File: src/rtl/gauss5_pkg.sv
// rtl/gauss5_pkg.sv - shared constants for the 5x5 Gaussian smoothing pipeline
package gauss5_pkg;
  localparam int KERNEL_1D [5] = '{1, 4, 6, 4, 1};
  localparam int NORM_SHIFT = 8;
  localparam int ROUND_BIAS = 128;
  localparam int H_WIDTH = 12;
  localparam int S_WIDTH = 16;
  localparam int PIPE_DEPTH = 3;
endpackage

File: src/rtl/gauss_taps_1d.sv
// rtl/gauss_taps_1d.sv - combinational 1-4-6-4-1 weighted sum of five taps
module gauss_taps_1d #(
  parameter int WIDTH = 8
) (
  input  logic [WIDTH-1:0] p0_i,
  input  logic [WIDTH-1:0] p1_i,
  input  logic [WIDTH-1:0] p2_i,
  input  logic [WIDTH-1:0] p3_i,
  input  logic [WIDTH-1:0] p4_i,
  output logic [WIDTH+3:0] sum_o
);
  localparam int OW = WIDTH + 4;

  logic [OW-1:0] e0, e1, e2, e3, e4;

  assign e0 = OW'(p0_i);
  assign e1 = OW'(p1_i);
  assign e2 = OW'(p2_i);
  assign e3 = OW'(p3_i);
  assign e4 = OW'(p4_i);

  // weights total 16, so four extra bits hold the worst case exactly
  assign sum_o = e0 + (e1 << 2) + (e2 << 2) + (e2 << 1) + (e3 << 2) + e4;
endmodule

File: src/rtl/gaussian_5x5_filter.sv
// rtl/gaussian_5x5_filter.sv - 3-stage separable 5x5 Gaussian filter with frame counter
module gaussian_5x5_filter
  import gauss5_pkg::*;
#(
  parameter int ROWS = 7,
  parameter int COLS = 7
) (
  input  logic       clk,
  input  logic       rst_n,
  input  logic       valid_i,
  input  logic [7:0] d0_i,
  input  logic [7:0] d1_i,
  input  logic [7:0] d2_i,
  input  logic [7:0] d3_i,
  input  logic [7:0] d4_i,
  input  logic [7:0] d5_i,
  input  logic [7:0] d6_i,
  input  logic [7:0] d7_i,
  input  logic [7:0] d8_i,
  input  logic [7:0] d9_i,
  input  logic [7:0] d10_i,
  input  logic [7:0] d11_i,
  input  logic [7:0] d12_i,
  input  logic [7:0] d13_i,
  input  logic [7:0] d14_i,
  input  logic [7:0] d15_i,
  input  logic [7:0] d16_i,
  input  logic [7:0] d17_i,
  input  logic [7:0] d18_i,
  input  logic [7:0] d19_i,
  input  logic [7:0] d20_i,
  input  logic [7:0] d21_i,
  input  logic [7:0] d22_i,
  input  logic [7:0] d23_i,
  input  logic [7:0] d24_i,
  output logic [7:0] pix_o,
  output logic       valid_o,
  output logic       done_o
);
  localparam int NPIX = ROWS * COLS;
  localparam int CW = $clog2(NPIX + 1);

  logic [7:0] win [25];

  assign win[0]  = d0_i;
  assign win[1]  = d1_i;
  assign win[2]  = d2_i;
  assign win[3]  = d3_i;
  assign win[4]  = d4_i;
  assign win[5]  = d5_i;
  assign win[6]  = d6_i;
  assign win[7]  = d7_i;
  assign win[8]  = d8_i;
  assign win[9]  = d9_i;
  assign win[10] = d10_i;
  assign win[11] = d11_i;
  assign win[12] = d12_i;
  assign win[13] = d13_i;
  assign win[14] = d14_i;
  assign win[15] = d15_i;
  assign win[16] = d16_i;
  assign win[17] = d17_i;
  assign win[18] = d18_i;
  assign win[19] = d19_i;
  assign win[20] = d20_i;
  assign win[21] = d21_i;
  assign win[22] = d22_i;
  assign win[23] = d23_i;
  assign win[24] = d24_i;

  logic [H_WIDTH-1:0]    h_d [5];
  logic [H_WIDTH-1:0]    h_q [5];
  logic [S_WIDTH-1:0]    s_d, s_q;
  logic [7:0]            pix_d, pix_q;
  logic [PIPE_DEPTH-1:0] vld_d, vld_q;
  logic [CW-1:0]         cnt_d, cnt_q;
  logic                  done_d, done_q;
  logic [S_WIDTH:0]      rounded;
  logic [S_WIDTH:0]      scaled;

  for (genvar r = 0; r < 5; r++) begin : g_row
    gauss_taps_1d #(.WIDTH(8)) u_row (
      .p0_i (win[5*r]),
      .p1_i (win[5*r+1]),
      .p2_i (win[5*r+2]),
      .p3_i (win[5*r+3]),
      .p4_i (win[5*r+4]),
      .sum_o(h_d[r])
    );
  end

  gauss_taps_1d #(.WIDTH(H_WIDTH)) u_col (
    .p0_i (h_q[0]),
    .p1_i (h_q[1]),
    .p2_i (h_q[2]),
    .p3_i (h_q[3]),
    .p4_i (h_q[4]),
    .sum_o(s_d)
  );

  always_comb begin
    rounded = {1'b0, s_q} + (S_WIDTH+1)'(ROUND_BIAS);
    scaled  = rounded >> NORM_SHIFT;
    pix_d   = (scaled > (S_WIDTH+1)'(255)) ? 8'hFF : scaled[7:0];
    vld_d   = {vld_q[PIPE_DEPTH-2:0], valid_i};
  end

  // the counter advances on the edge that raises valid_o, so done_o rises with it
  always_comb begin
    cnt_d  = cnt_q;
    done_d = done_q;
    if (vld_q[PIPE_DEPTH-2] && !done_q) begin
      cnt_d = cnt_q + CW'(1);
      if (cnt_d == CW'(NPIX)) begin
        done_d = 1'b1;
      end
    end
  end

  always_ff @(posedge clk or negedge rst_n) begin
    if (!rst_n) begin
      for (int i = 0; i < 5; i++) h_q[i] <= '0;
      s_q    <= '0;
      pix_q  <= '0;
      vld_q  <= '0;
      cnt_q  <= '0;
      done_q <= 1'b0;
    end else begin
      for (int i = 0; i < 5; i++) h_q[i] <= h_d[i];
      s_q    <= s_d;
      pix_q  <= pix_d;
      vld_q  <= vld_d;
      cnt_q  <= cnt_d;
      done_q <= done_d;
    end
  end

  assign pix_o   = pix_q;
  assign valid_o = vld_q[PIPE_DEPTH-1];
  assign done_o  = done_q;
endmodule

File: config.mk
export PLATFORM = sky130hd
export DESIGN_NAME = gaussian_5x5_filter
export DESIGN_NICKNAME = d
export VERILOG_FILES = /design/src/rtl/gauss5_pkg.sv /design/src/rtl/gauss_taps_1d.sv /design/src/rtl/gaussian_5x5_filter.sv
export SDC_FILE = /design/constraint.sdc
export NUM_CORES = 1
export LEC_CHECK = 0
export ABC_AREA = 1
export CAP_MARGIN = 20
export CORE_AREA = 2 2 147 149
export DETAILED_ROUTE_END_ITERATION = 12
export DIE_AREA = 0 0 149 151
export PLACE_DENSITY = 0.92
export SKIP_CTS_REPAIR_TIMING = 1
export SLEW_MARGIN = 15
export SYNTH_ARGS = -nofsm -noshare
export SYNTH_HDL_FRONTEND = slang
export SYNTH_HIERARCHICAL = 1
export SYNTH_SLANG_ARGS = --single-unit
File: constraint.sdc
create_clock -name clk -period 3.85 [get_ports clk]
set_input_delay 0.77 -clock clk [delete_from_list [all_inputs] [get_ports clk]]
set_output_delay 0.77 -clock clk [all_outputs]
set_load 0.1 [all_outputs]
After elaboration in Yosys (flattened, before gate mapping)
Index checks and enable logic that the tools add are counted.
Widths: inputs -> output; s select.
{"block": "word_totals", "reg_bits": 94}
{"block": "classes", "add_sub_neg": 32, "n_lt_le_gt_ge": 1, "eq_ne": 1, "n_mux": 1, "n_reduce_logical": 3}
{"cell": "$add 12x10->12", "n": 10}
{"cell": "$add 12x8->12", "n": 5}
{"cell": "$add 12x9->12", "n": 5}
{"cell": "$add 8x10->11", "n": 5}
{"cell": "$add 16x14->16", "n": 2}
{"cell": "$add 16x8->17 const B", "n": 1}
{"cell": "$add 16x12->16", "n": 1}
{"cell": "$add 16x13->16", "n": 1}
{"cell": "$add 12x14->15", "n": 1}
{"cell": "$gt 9x8->1 const B", "n": 1}
{"cell": "$mux 8", "n": 1}
{"cell": "$add 6x1->6 const B", "n": 1}
{"cell": "$eq 6x6->1 const B", "n": 1}
{"cell": "$reduce_and 2->1", "n": 1}
{"cell": "$logic_and 1x1->1", "n": 1}
{"cell": "$logic_not 1->1", "n": 1}

Logic depth before layout (Yosys ltp)
{"block": "logic_depth", "ltp_word": 5, "mapped_depth": 16, "mapped_depth_nobuf": 16}

Modules after synthesis
The synthesis kept the hierarchy.
{"module": "gauss_taps_1d at g_row[0].u_row ...", "n_inst": 5, "cells_per_inst": 177, "area_per_inst_um2": 1312.5}
{"module": "gaussian_5x5_filter", "n_inst": 1, "cells_per_inst": 168, "area_per_inst_um2": 2591.2}
{"module": "gauss_taps_1d at u_col", "n_inst": 1, "cells_per_inst": 282, "area_per_inst_um2": 2023.2}

Worst setup path before layout
OpenSTA, ideal clock, no wires.
{"block": "synth_timing", "path_kind": "input to register", "from": "in d7_i[3]", "to": "reg h_q[47] (netlist bit)", "setup_time_ns": 0.116, "t_arrival_ns": 3.369, "path_slack_ns": 0.364, "path_stages": 14, "n_path_buf": 0, "cell_sequence": "inv_1 > fa_1 > inv_1 > fa_1 > inv_1 > fa_1 > inv_1 > fa_1 > nand2_1 > nand2_2 > nand3_1 > nand2_1 > nand2_1 > nand2_1"}
{"item": "from (decl)", "line_no": "gaussian_5x5_filter.sv:18", "text": "input logic [7:0] d7_i,"}
{"item": "to (decl)", "line_no": "gaussian_5x5_filter.sv:72", "text": "logic [H_WIDTH-1:0] h_q [5];"}

==> results.md <==
- Status: completed
- Post-route ant nets: 0
- H-Tree Level Count: 3
- CP startpoint: d2_i[5]
- Fill cells: about 1,500
- Crit share post-route: between 90% and 100%
- Hold Startpoint: vld_q[0]
- Root Driver: clkbuf_16
- Number of max-cap violations: 0
- Unrepaired setup endpoints after global routing: true
- Clk_lat worst skew: around 350 ps
- Cell row count: 53
- Post-DP HPWL: 22,100 um
- TritonCTS Buffers: 9
- Core box area: between 20,000 and 25,000 um^2
- Total global-route track usage: 23.7%
- Worst Tran Pin Value: about 980 ps
- Die ar.: 22,500 um^2
- P&R area growth vs syn: 28.7%
- Global placer's final weighted congestion: between 0.8 and 0.9
- Startpoint Class: primary input
- Worst Skew: 6.99 ps
- Share of cells above drive strength 1: 6.90%
- Drt drc: 0
- WP data arrival: 4010 ps
- Endpoint type of the worst setup path: register
- Placed cells: 1,866
- Clock buffer depth: 2
- Post-Place Setup Slack: -359 ps
- Layout Utilization: 69.0%
- Via count: 8,701
- Non-filler cells, final: 1,884
- Syn_nets: 1,817
- Drt first pass iters: 5
- Max-slew violations: 0
- Worst hold path class: register to register
- Initial DRC count: 391
- Final wirelength: 25,400 um
- CP Data Required Time: approximately 4000 ps
- Top Ports: 213
- CTS clk-pin slew, worst paths: 60 ps
- Syn_area_per_cell: approximately 8.4 um^2
- Cell count after synthesis: 1,333
- Vias in the first global route: between 9,000 and 10,000
- DR WL/cell: around 13 um
- Port Buffers: around 210
- Max Freq: 265 MHz
- DR vias/cell: 4.62
- Starting Density: 53.6%
- GR Overflow Total: 0
- Rel. slew slack: 34.6%
- Largest net degree at the start of global routing: 88
- CTS tree: done
- First-pass GRT wire length: ~42,000 um
- Initial antenna violation count: 0
- Clock sink count: 87
- Period minus WS final: 3780 ps
- Ant diodes: 0
- # setup viols final: 0
- Worst setup margin: 72.2 ps
- Crit Path Category: primary input to register
- Hold WS: 350 ps
- Chip width: roughly 150 um
- Warnings, synthesis: 6
- CP max FO: 3
- Fin nets: 2,088
- Final hold violations: 0
- R2r startpoint: h_q[26]
- Mapped Area: 11,200 um^2
- Die H: around 150 um
-- sequential cells by signal, summed over array words and instances (netlist names) --
register	flops
s_q	9
pix_o	8
cnt_q	6
vld_q	3
done_o	1
h_q	60
-- final timing paths --
kind	slack [ps]	cells after the start	endpoint
hold reg to reg	350	0	vld_q[1]
setup reg to reg	440	14	s_q[15]
setup / recovery	70	14	h_q[57]
hold / removal	350	0	vld_q[1]
max in group asynchronous	2850	1	h_q[30]
min in group asynchronous	470	1	h_q[50]
-- critical path, stage by stage --
cell and delay [ps]:
clkdlybuf4s50_1 450, inv_1 70, fa_1 540, inv_1 70, fa_1 590, inv_1 80, fa_1 530, inv_1 60
ha_4 240, or2_4 260, nand3b_1 120, nand2_1 90, nand2_1 60, nand2_1 60
-- metal layers --
| layer | part of all wire, % | global-route usage, % | up-vias |
|---|---|---|---|
| met1 | 35 | 24.1 | 4152 |
| met3 | 3.5 | 3.31 | 96 |
| met2 | 57 | 47.4 | 275 |
| met4 | 4.8 | 11.1 | 0 |
| met5 | 0 | 0 | - |
| li1 | - | - | 4178 |
-- placed cells by master (no fill, tap or decap), drive strengths merged, types with 6 or more instances in the layout --
| master | count |
|---|---|
| a21oi | 14 |
| buf | 50 |
| clkbuf | 9 |
| clkdlybuf4s50 | 211 |
| dfrtp | 87 |
| fa | 190 |
| ha | 91 |
| inv | 576 |
| nand2 | 235 |
| nand3 | 56 |
| nand4 | 6 |
| nor2 | 33 |
| xnor2 | 8 |
| xor2 | 19 |
-- metrics by stage --
stage | setup TNS, ps | area [um^2]
after floorplan | 0 | 11200
final | 0 | 14400
after detailed placement | -7110 | 14000
after CTS | -4.22 | 14300
after global routing | -52.5 | 14400
after global placement | -3540 | 14000
-- layout make-up --
type | instances | area, um^2 | share of cell area, %
Clock buffer | 9 | 225 | 1.57
Clock inverter | 7 | 80.1 | 0.557
Inverter | 574 | 2150 | 15.0
Multi-Input combinational cell | 671 | 6890 | 48.0
Sequential cell | 87 | 2180 | 15.2
Tap cell | 275 | 344 | 2.40
Timing Repair Buffer | 261 | 2490 | 17.3
Power is not shown: default switching activity piles up to over one toggle a cycle in this logic, so the estimate is an artifact.
